<file path="src/rtl/meas_pkg.sv">
// meas_pkg: shared types and constants for the measurement sequencer.
// Latency: n/a (declarations only).
// Backpressure: n/a.
package meas_pkg;

    localparam int CW_DEFAULT = 24;

    localparam logic CH_ADC = 1'b0;
    localparam logic CH_CAP = 1'b1;

    typedef enum logic [2:0] {
        ST_IDLE    = 3'd0,
        ST_SWITCH  = 3'd1,
        ST_SETTLE  = 3'd2,
        ST_CLEAR   = 3'd3,
        ST_MEASURE = 3'd4,
        ST_FLUSH   = 3'd5,
        ST_LATCH   = 3'd6
    } state_e;

endpackage

</file>
<file path="src/rtl/meas_frame_timer.sv">
// meas_frame_timer: loadable down-counter of frame_tick pulses; done marks the tick that reaches zero.
// Latency: done is combinational on the final tick; the count updates one clk later.
// Backpressure: none; ticks with tick low are simply not counted.
module meas_frame_timer #(
    parameter int FW = 8
) (
    input  logic          clk,
    input  logic          async_reset,
    input  logic          load,
    input  logic [FW-1:0] load_val,
    input  logic          tick,
    output logic          done
);

    logic [FW-1:0] cnt_q, cnt_d;

    always_comb begin
        cnt_d = cnt_q;
        done  = tick && (cnt_q == FW'(1));
        if (load) begin
            cnt_d = load_val;
        end else if (tick && (cnt_q != '0)) begin
            cnt_d = cnt_q - 1'b1;
        end
    end

    always_ff @(posedge clk or posedge async_reset) begin
        if (async_reset) begin
            cnt_q <= '0;
        end else begin
            cnt_q <= cnt_d;
        end
    end

endmodule

</file>
<file path="src/rtl/meas_sequencer.sv">
// meas_sequencer: time-slices the shared pulse counter between ADC and capacitance channels; MEAS_SEQ_TIMEOUT_EN adds a frame-tick watchdog.
// Latency: result_valid rises LATCH_DELAY+2 clk after the last window tick.
// Backpressure: nothing stalls the sequencer; an unacked result is overwritten and flagged in result_overrun.
module meas_sequencer
    import meas_pkg::*;
#(
    parameter int CW             = CW_DEFAULT,
    parameter int WINDOW_FRAMES  = 200,
    parameter int SETTLE_FRAMES  = 2,
    parameter int LATCH_DELAY    = 2,
    parameter int TIMEOUT_CYCLES = 120000
) (
    input  logic          clk,
    input  logic          async_reset,
    input  logic          frame_tick,
    input  logic [1:0]    ch_en,
    output logic          cnt_sel,
    output logic          cnt_clear,
    output logic          cnt_gate,
    input  logic [CW-1:0] count_p,
    input  logic [CW-1:0] count_m,
    output logic [CW-1:0] result_p,
    output logic [CW-1:0] result_m,
    output logic [CW:0]   result_diff,
    output logic          result_ch,
    output logic          result_valid,
    input  logic          result_ack,
    output logic          result_overrun,
    output logic          busy
`ifdef MEAS_SEQ_TIMEOUT_EN
    ,
    output logic          meas_timeout
`endif
);

    localparam int FMAX = (WINDOW_FRAMES > SETTLE_FRAMES) ? WINDOW_FRAMES : SETTLE_FRAMES;
    localparam int FW   = $clog2(FMAX + 1);
    localparam int DW   = (LATCH_DELAY > 1) ? $clog2(LATCH_DELAY) : 1;

    state_e        state_q, state_d;
    logic          chan_q, chan_d;
    logic          pref_q, pref_d;
    logic          sel_q, sel_d;
    logic          gate_q, gate_d;
    logic [DW-1:0] dly_q, dly_d;
    logic [CW-1:0] res_p_q, res_p_d;
    logic [CW-1:0] res_m_q, res_m_d;
    logic [CW:0]   diff_q, diff_d;
    logic          res_ch_q, res_ch_d;
    logic          valid_q, valid_d;
    logic          ovr_q, ovr_d;

    logic          tmr_load;
    logic [FW-1:0] tmr_val;
    logic          tmr_tick;
    logic          tmr_done;
    logic          pick_ch;
    logic          abort;

`ifdef MEAS_SEQ_TIMEOUT_EN
    localparam int WDW = $clog2(TIMEOUT_CYCLES + 1);
    logic [WDW-1:0] wd_q, wd_d;
    logic           to_q, to_d;
`endif

    meas_frame_timer #(
        .FW(FW)
    ) u_frame_timer (
        .clk        (clk),
        .async_reset(async_reset),
        .load       (tmr_load),
        .load_val   (tmr_val),
        .tick       (tmr_tick),
        .done       (tmr_done)
    );

    // Preferred channel is the one not measured last; fall back to the other.
    assign pick_ch = ch_en[pref_q] ? pref_q : ~pref_q;
    assign abort   = ~ch_en[chan_q];

    always_comb begin
        state_d  = state_q;
        chan_d   = chan_q;
        pref_d   = pref_q;
        sel_d    = sel_q;
        gate_d   = gate_q;
        dly_d    = dly_q;
        res_p_d  = res_p_q;
        res_m_d  = res_m_q;
        diff_d   = diff_q;
        res_ch_d = res_ch_q;
        valid_d  = valid_q;
        ovr_d    = ovr_q;
        tmr_load = 1'b0;
        tmr_val  = '0;
        tmr_tick = 1'b0;

        if (valid_q && result_ack) begin
            valid_d = 1'b0;
            ovr_d   = 1'b0;
        end

        case (state_q)
            ST_IDLE: begin
                if (ch_en != 2'b00) begin
                    chan_d  = pick_ch;
                    pref_d  = ~pick_ch;
                    state_d = ST_SWITCH;
                end
            end
            ST_SWITCH: begin
                sel_d = chan_q;
                if (sel_q != chan_q) begin
                    tmr_load = 1'b1;
                    tmr_val  = FW'(SETTLE_FRAMES);
                    state_d  = ST_SETTLE;
                end else begin
                    state_d = ST_CLEAR;
                end
            end
            ST_SETTLE: begin
                tmr_tick = frame_tick;
                if (abort) begin
                    state_d = ST_IDLE;
                end else if (tmr_done) begin
                    state_d = ST_CLEAR;
                end
            end
            ST_CLEAR: begin
                state_d = abort ? ST_IDLE : ST_MEASURE;
            end
            ST_MEASURE: begin
                // The window opens on the first tick, so gate time is tick-to-tick exact.
                if (abort) begin
                    gate_d  = 1'b0;
                    state_d = ST_IDLE;
                end else if (!gate_q) begin
                    if (frame_tick) begin
                        gate_d   = 1'b1;
                        tmr_load = 1'b1;
                        tmr_val  = FW'(WINDOW_FRAMES);
                    end
                end else begin
                    tmr_tick = frame_tick;
                    if (tmr_done) begin
                        gate_d  = 1'b0;
                        dly_d   = '0;
                        state_d = ST_FLUSH;
                    end
                end
            end
            ST_FLUSH: begin
                if (dly_q == DW'(LATCH_DELAY - 1)) begin
                    state_d = ST_LATCH;
                end else begin
                    dly_d = dly_q + 1'b1;
                end
            end
            ST_LATCH: begin
                res_p_d  = count_p;
                res_m_d  = count_m;
                diff_d   = {1'b0, count_p} - {1'b0, count_m};
                res_ch_d = chan_q;
                valid_d  = 1'b1;
                if (valid_q && !result_ack) begin
                    ovr_d = 1'b1;
                end
                state_d = ST_IDLE;
            end
            default: begin
                gate_d  = 1'b0;
                state_d = ST_IDLE;
            end
        endcase
    end

`ifdef MEAS_SEQ_TIMEOUT_EN
    always_comb begin
        wd_d = '0;
        to_d = to_q;
        if (state_q == ST_LATCH) begin
            to_d = 1'b0;
        end
        if (((state_q == ST_SETTLE) || (state_q == ST_MEASURE)) && !frame_tick) begin
            wd_d = wd_q + 1'b1;
        end
    end

    // Overrides the main FSM when the frame tick has been silent too long.
    logic wd_fire;
    assign wd_fire = ((state_q == ST_SETTLE) || (state_q == ST_MEASURE)) && !frame_tick
                     && (wd_q == WDW'(TIMEOUT_CYCLES - 1));

    always_ff @(posedge clk or posedge async_reset) begin
        if (async_reset) begin
            wd_q <= '0;
            to_q <= 1'b0;
        end else begin
            wd_q <= wd_fire ? '0 : wd_d;
            to_q <= wd_fire ? 1'b1 : to_d;
        end
    end

    assign meas_timeout = to_q;
`endif

    always_ff @(posedge clk or posedge async_reset) begin
        if (async_reset) begin
            state_q  <= ST_IDLE;
            chan_q   <= CH_ADC;
            pref_q   <= CH_ADC;
            sel_q    <= CH_ADC;
            gate_q   <= 1'b0;
            dly_q    <= '0;
            res_p_q  <= '0;
            res_m_q  <= '0;
            diff_q   <= '0;
            res_ch_q <= 1'b0;
            valid_q  <= 1'b0;
            ovr_q    <= 1'b0;
        end else begin
`ifdef MEAS_SEQ_TIMEOUT_EN
            state_q <= wd_fire ? ST_IDLE : state_d;
            gate_q  <= wd_fire ? 1'b0 : gate_d;
`else
            state_q <= state_d;
            gate_q  <= gate_d;
`endif
            chan_q   <= chan_d;
            pref_q   <= pref_d;
            sel_q    <= sel_d;
            dly_q    <= dly_d;
            res_p_q  <= res_p_d;
            res_m_q  <= res_m_d;
            diff_q   <= diff_d;
            res_ch_q <= res_ch_d;
            valid_q  <= valid_d;
            ovr_q    <= ovr_d;
        end
    end

    assign cnt_sel        = sel_q;
    assign cnt_clear      = (state_q == ST_CLEAR);
    assign cnt_gate       = gate_q;
    assign result_p       = res_p_q;
    assign result_m       = res_m_q;
    assign result_diff    = diff_q;
    assign result_ch      = res_ch_q;
    assign result_valid   = valid_q;
    assign result_overrun = ovr_q;
    assign busy           = (state_q != ST_IDLE);

endmodule

</file>
<file path="config.mk">
export PLATFORM = sky130hd
export DESIGN_NAME = meas_sequencer
export DESIGN_NICKNAME = d
export VERILOG_FILES = /design/src/rtl/meas_pkg.sv /design/src/rtl/meas_frame_timer.sv /design/src/rtl/meas_sequencer.sv
export SDC_FILE = /design/constraint.sdc
export NUM_CORES = 1
export LEC_CHECK = 0
export CORE_UTILIZATION = 49
export CTS_CLUSTER_SIZE = 25
export DETAILED_ROUTE_END_ITERATION = 7
export GPL_TIMING_DRIVEN = 0
export PLACE_DENSITY = 0.8
export RECOVER_POWER = 25
export SLEW_MARGIN = 40
export SYNTH_ARGS = -nofsm -noshare
export SYNTH_HDL_FRONTEND = slang
export SYNTH_HIERARCHICAL = 1
export SYNTH_SLANG_ARGS = --single-unit
</file>
<file path="constraint.sdc">
create_clock -name clk -period 3.6 [get_ports clk]
set_input_delay 0.72 -clock clk [delete_from_list [all_inputs] [get_ports clk]]
set_output_delay 0.72 -clock clk [all_outputs]
set_load 0.05 [all_outputs]
</file>
==> summary.txt <==
Clock network
  – Cts bufs inserted: 9
  – Clk Latency, worst-skew pair: 370 ps
  – Clock buffer depth: 2
  – Post_cts resized: 0
  – Sink Count: 92
  – CTS tree: built
  – Clk slew on worst S/H paths: 90 ps
  – Setup repair bufs after CTS: 0
  – H-tree depth: 3
  – Post-CTS Hold Buffers: 0
  – CTS Root Cell: clkbuf_8

Power and ir drop
  – Sw frac: 50.7%
  – Peak ir drop on the vdd network: 0.574 mV
  – Psw: 3.36 mW
  – Int Power: 3.27 mW
  – Pwr Density: 966 mW/mm^2
  – P_leak: 3.17 nW
  – Register share of total power: 28.2%
  – Clock power share: 12.0%
  – Comb pwr share: 59.7%
  – Pwr Total: 6.63 mW

Worst setup path
  – Crit Path Class: in2reg
  – Top cell by count, worst path: a21oi_1
  – Worst Setup Start Kind: input pin
  – FF-to-FF End: cnt_gate$_DFFE_PP0N_
  – CP top delay family: simple AND/OR/NAND/NOR gates
  – Reg2Reg Depth: 12
  – Critical Path AT: 3560 ps
  – Reg2reg start: state_q[2]$_DFFE_PP0P_
  – CP Cell Sequence: clkdlybuf4s50_1 > mux2i_1 > nand3b_1 > a21oi_1 > nor3b_1 > and3_1 > nor2_1 > nor3_1 > a21oi_1 > o21ai_0 > nand2_1
  – Req. time, crit path: 3850 ps
  – CP peak stage delay: 590 ps
  – R2r setup slk: 440 ps
  – CP max-delay cell: nor3b_1
  – Worst Setup End Kind: flip-flop
  – Buf/Inv on CP: 1
  – Crit path max fanout: 8

GRT
  – First-pass GRT wire length: 22,500 microns
  – Largest net degree at the start of global routing: 51
  – GRT Residual Overflow: 0
  – Antenna violations before repair: 0
  – Vias in the first global route: 4,614
  – Tot GR Track Use: 25.8%

Logic synthesis
  – Share of the synthesized area in the top cell type: 44.9%
  – Synth cell types: 70
  – Syn Area/Cell: 8.73 sq um
  – Ys flop type: dfrtp_1
  – Seq/Total Area, Yosys: 44.9%
  – Synthesized instance count: 587
  – Syn Std Cell Area: 0.00512 sq mm
  – Area contributors post-synth: dfrtp_1 45%, nand2_1 11%, ha_1 6.4%
  – Largest area contributor in the netlist: dfrtp_1
  – Seq cells post-synth: 92
  – Warnings, synthesis: 6
  – Number of synthesized flops with an enable pin: 0
  – FFs w/ async S/R, synth: 100%

Timing
  – Clock tree skew after final layout: 16.2 ps
  – Max_slew headroom: -6.47%
  – Max Freq: 302 MHz
  – Setup slack after layout: 284 ps
  – Worst Hold Slack: 480 ps
  – RSZ-0062 raised after global routing: false
  – Final min period: 3320 ps
  – Final slew viol count: 36
  – Worst-Margin Slew: 1590 ps
  – Setup TNS: 0 ps
  – Tcrit/Tclk final: 92.1%
  – Final Setup Violations: 0
  – Final hold vios: 0

Floorplan
  – Io pins: 134
  – Row cnt: 36
  – Initial core utilization: 51.5%
  – Full die area: 0.0109 sq mm
  – Die Wd: 104 microns
  – Core area: 0.00995 sq mm
  – Die Height: 104 microns

Placement
  – IO Port Bufs: 133
  – Place WS: -51.7 ps
  – DPL Wire Length: 10,400 microns
  – Gp weighted congestion: 0.881

Min path
  – Worst hold path startpoint: result_p[10]$_DFFE_PP0P_
  – Hold Crit Depth: 2
  – Hold Crit Class: reg2reg
  – Hold endpoint: result_p[10]$_DFFE_PP0P_

Outcome
  – Failing checks: capacitance limit, slew limit
  – Status: complete, but fails checks

Detailed routing
  – DRT Pass-1 Iters: 4
  – WL/cell: 15.6 microns
  – Post-Route WL: 13,600 microns
  – Drt drc: 0
  – First-iteration detailed-routing DRC count: 240
  – Vias per inst: 5.39
  – Via count: 4,708
  – Post-route ant nets: 0

Final layout
  – Share of layout cells above drive strength 1: 5.68%
  – Nets: 816
  – Fin util: 69.0%
  – Antenna cells: 0
  – Area Growth Syn to Fin: 34.1%

Job
  – Total of max-cap violations: 1
## synthesized netlist by cell type (2+ instances only)
cell and count:
ha_1 26, a211oi_1 4, dfrtp_1 92, xnor2_1 8
nand4b_1 2, o2111ai_1 4, nand3_1 11, o21ai_0 47
clkbuf_1 20, buf_2 3, or4_1 4, nor3_1 7
a211o_1 4, nand3b_1 2, o211ai_1 6, a21oi_1 24
o21ai_1 13, nand2b_1 5, inv_1 44, a21oi_2 2
and3_1 3, a31oi_1 10, nor2_1 23, and2_1 3
xor2_1 10, nand2_1 151, nor2_2 2, o21a_1 4
a21boi_1 2, a21o_1 6, nor3b_1 2, o32ai_1 2
nor2b_1 2, nand4_1 3
## routing by layer
metal / part of all wire, % / global-route usage (%)
met3: 5.2 / 3.45
met2: 48 / 44.2
met1: 45 / 34.2
met5: 0 / 0
met4: 1.4 / 7.35
## layout by cell type (no fill, tap or decap), types with 5 or more instances in the layout
| cell type | count |
|---|---|
| xor2_1 | 10 |
| inv_1 | 43 |
| clkdlybuf4s50_1 | 132 |
| ha_1 | 26 |
| nand2_1 | 151 |
| xnor2_1 | 8 |
| nor3_1 | 7 |
| dfrtp_1 | 92 |
| nand2b_1 | 5 |
| o21ai_1 | 13 |
| o21ai_0 | 47 |
| nand3_1 | 11 |
| o211ai_1 | 6 |
| nor2_1 | 23 |
| clkbuf_8 | 10 |
| clkbuf_1 | 20 |
| a21o_1 | 6 |
| a21oi_1 | 24 |
| a31oi_1 | 10 |
## kinds of logic (layout without fill, tap and decap cells)
| family | count (synthesis) | in the layout | synth area share, % |
|---|---|---|---|
| AO/OA/AOI/OAI | 149 | 149 | 19.4 |
| AND/OR/NAND/NOR | 228 | 228 | 19.7 |
| other | 1 | 4 | 0.0732 |
| XOR/XNOR | 18 | 18 | 3.08 |
| buffers and inverters | 68 | 218 | 5.15 |
| flip-flops | 92 | 92 | 44.9 |
| adder cells (fa/ha/maj) | 28 | 28 | 6.94 |
| multiplexers | 3 | 3 | 0.708 |
## area by class of cell
class | count | area, sq um
multi-input combinational | 430 | 2570
fill | 799 | 3090
tap | 133 | 166
buffer | 24 | 98.8
sequential | 92 | 2300
clock inverter | 6 | 93.8
timing repair buffer | 134 | 1340
inverter | 44 | 166
clock buffer | 10 | 138
## state kept, by name (all words and copies together), names as in the netlist, named ones only
name / cells
pref_q: 1
result_diff: 25
result_m: 24
result_p: 24
cnt_gate: 1
u_frame_timer/cnt_q: 8
result_valid: 1
state_q: 3
chan_q: 1
result_ch: 1
dly_q: 1
cnt_sel: 1
## power groups by stage
stage | Combinational [mW] | Clock, mW | Sequential [mW]
5_1_grt | 4.21 | 0.846 | 1.94
3_3_place_gp | 3.89 | 0 | 1.87
2_1_floorplan | 1.10 | 0 | 3.41
6_report | 3.96 | 0.799 | 1.87
3_5_place_dp | 3.96 | 0 | 1.89
4_1_cts | 3.97 | 0.811 | 1.87
## worst reg2reg max path: stages (launching register included)
cell and delay, ps:
dfrtp_1 330, clkbuf_1 300, inv_1 160, nor2_1 290
nand3b_1 120, a21oi_1 470, nor3b_1 590, and3_1 340
nor2_1 70, nor3_1 140, a21oi_1 50, o21ai_0 150
nand2_1 60
## stage by stage
| stage | std cells | instance area [sq um] |
|---|---|---|
| after floorplan | 590 | 5130 |
| after global placement | 856 | 6630 |
| after detailed placement | 857 | 6660 |
| after CTS | 873 | 6900 |
| after global routing | 873 | 6870 |
| final | 873 | 6870 |
## worst max-delay path by stage
stage           startpoint                      end  depth (start not counted)
2_1_floorplan  async_reset                async pin                          1
3_3_place_gp   async_reset  result_p[6]$_DFFE_PP0P_                          2
3_5_place_dp      ch_en[1]     cnt_gate$_DFFE_PP0N_                         11
4_1_cts           ch_en[1]     cnt_gate$_DFFE_PP0N_                         11
5_1_grt           ch_en[1]     cnt_gate$_DFFE_PP0N_                         11
6_report          ch_en[1]     cnt_gate$_DFFE_PP0N_                         11
(Power assumes the default switching activity.)
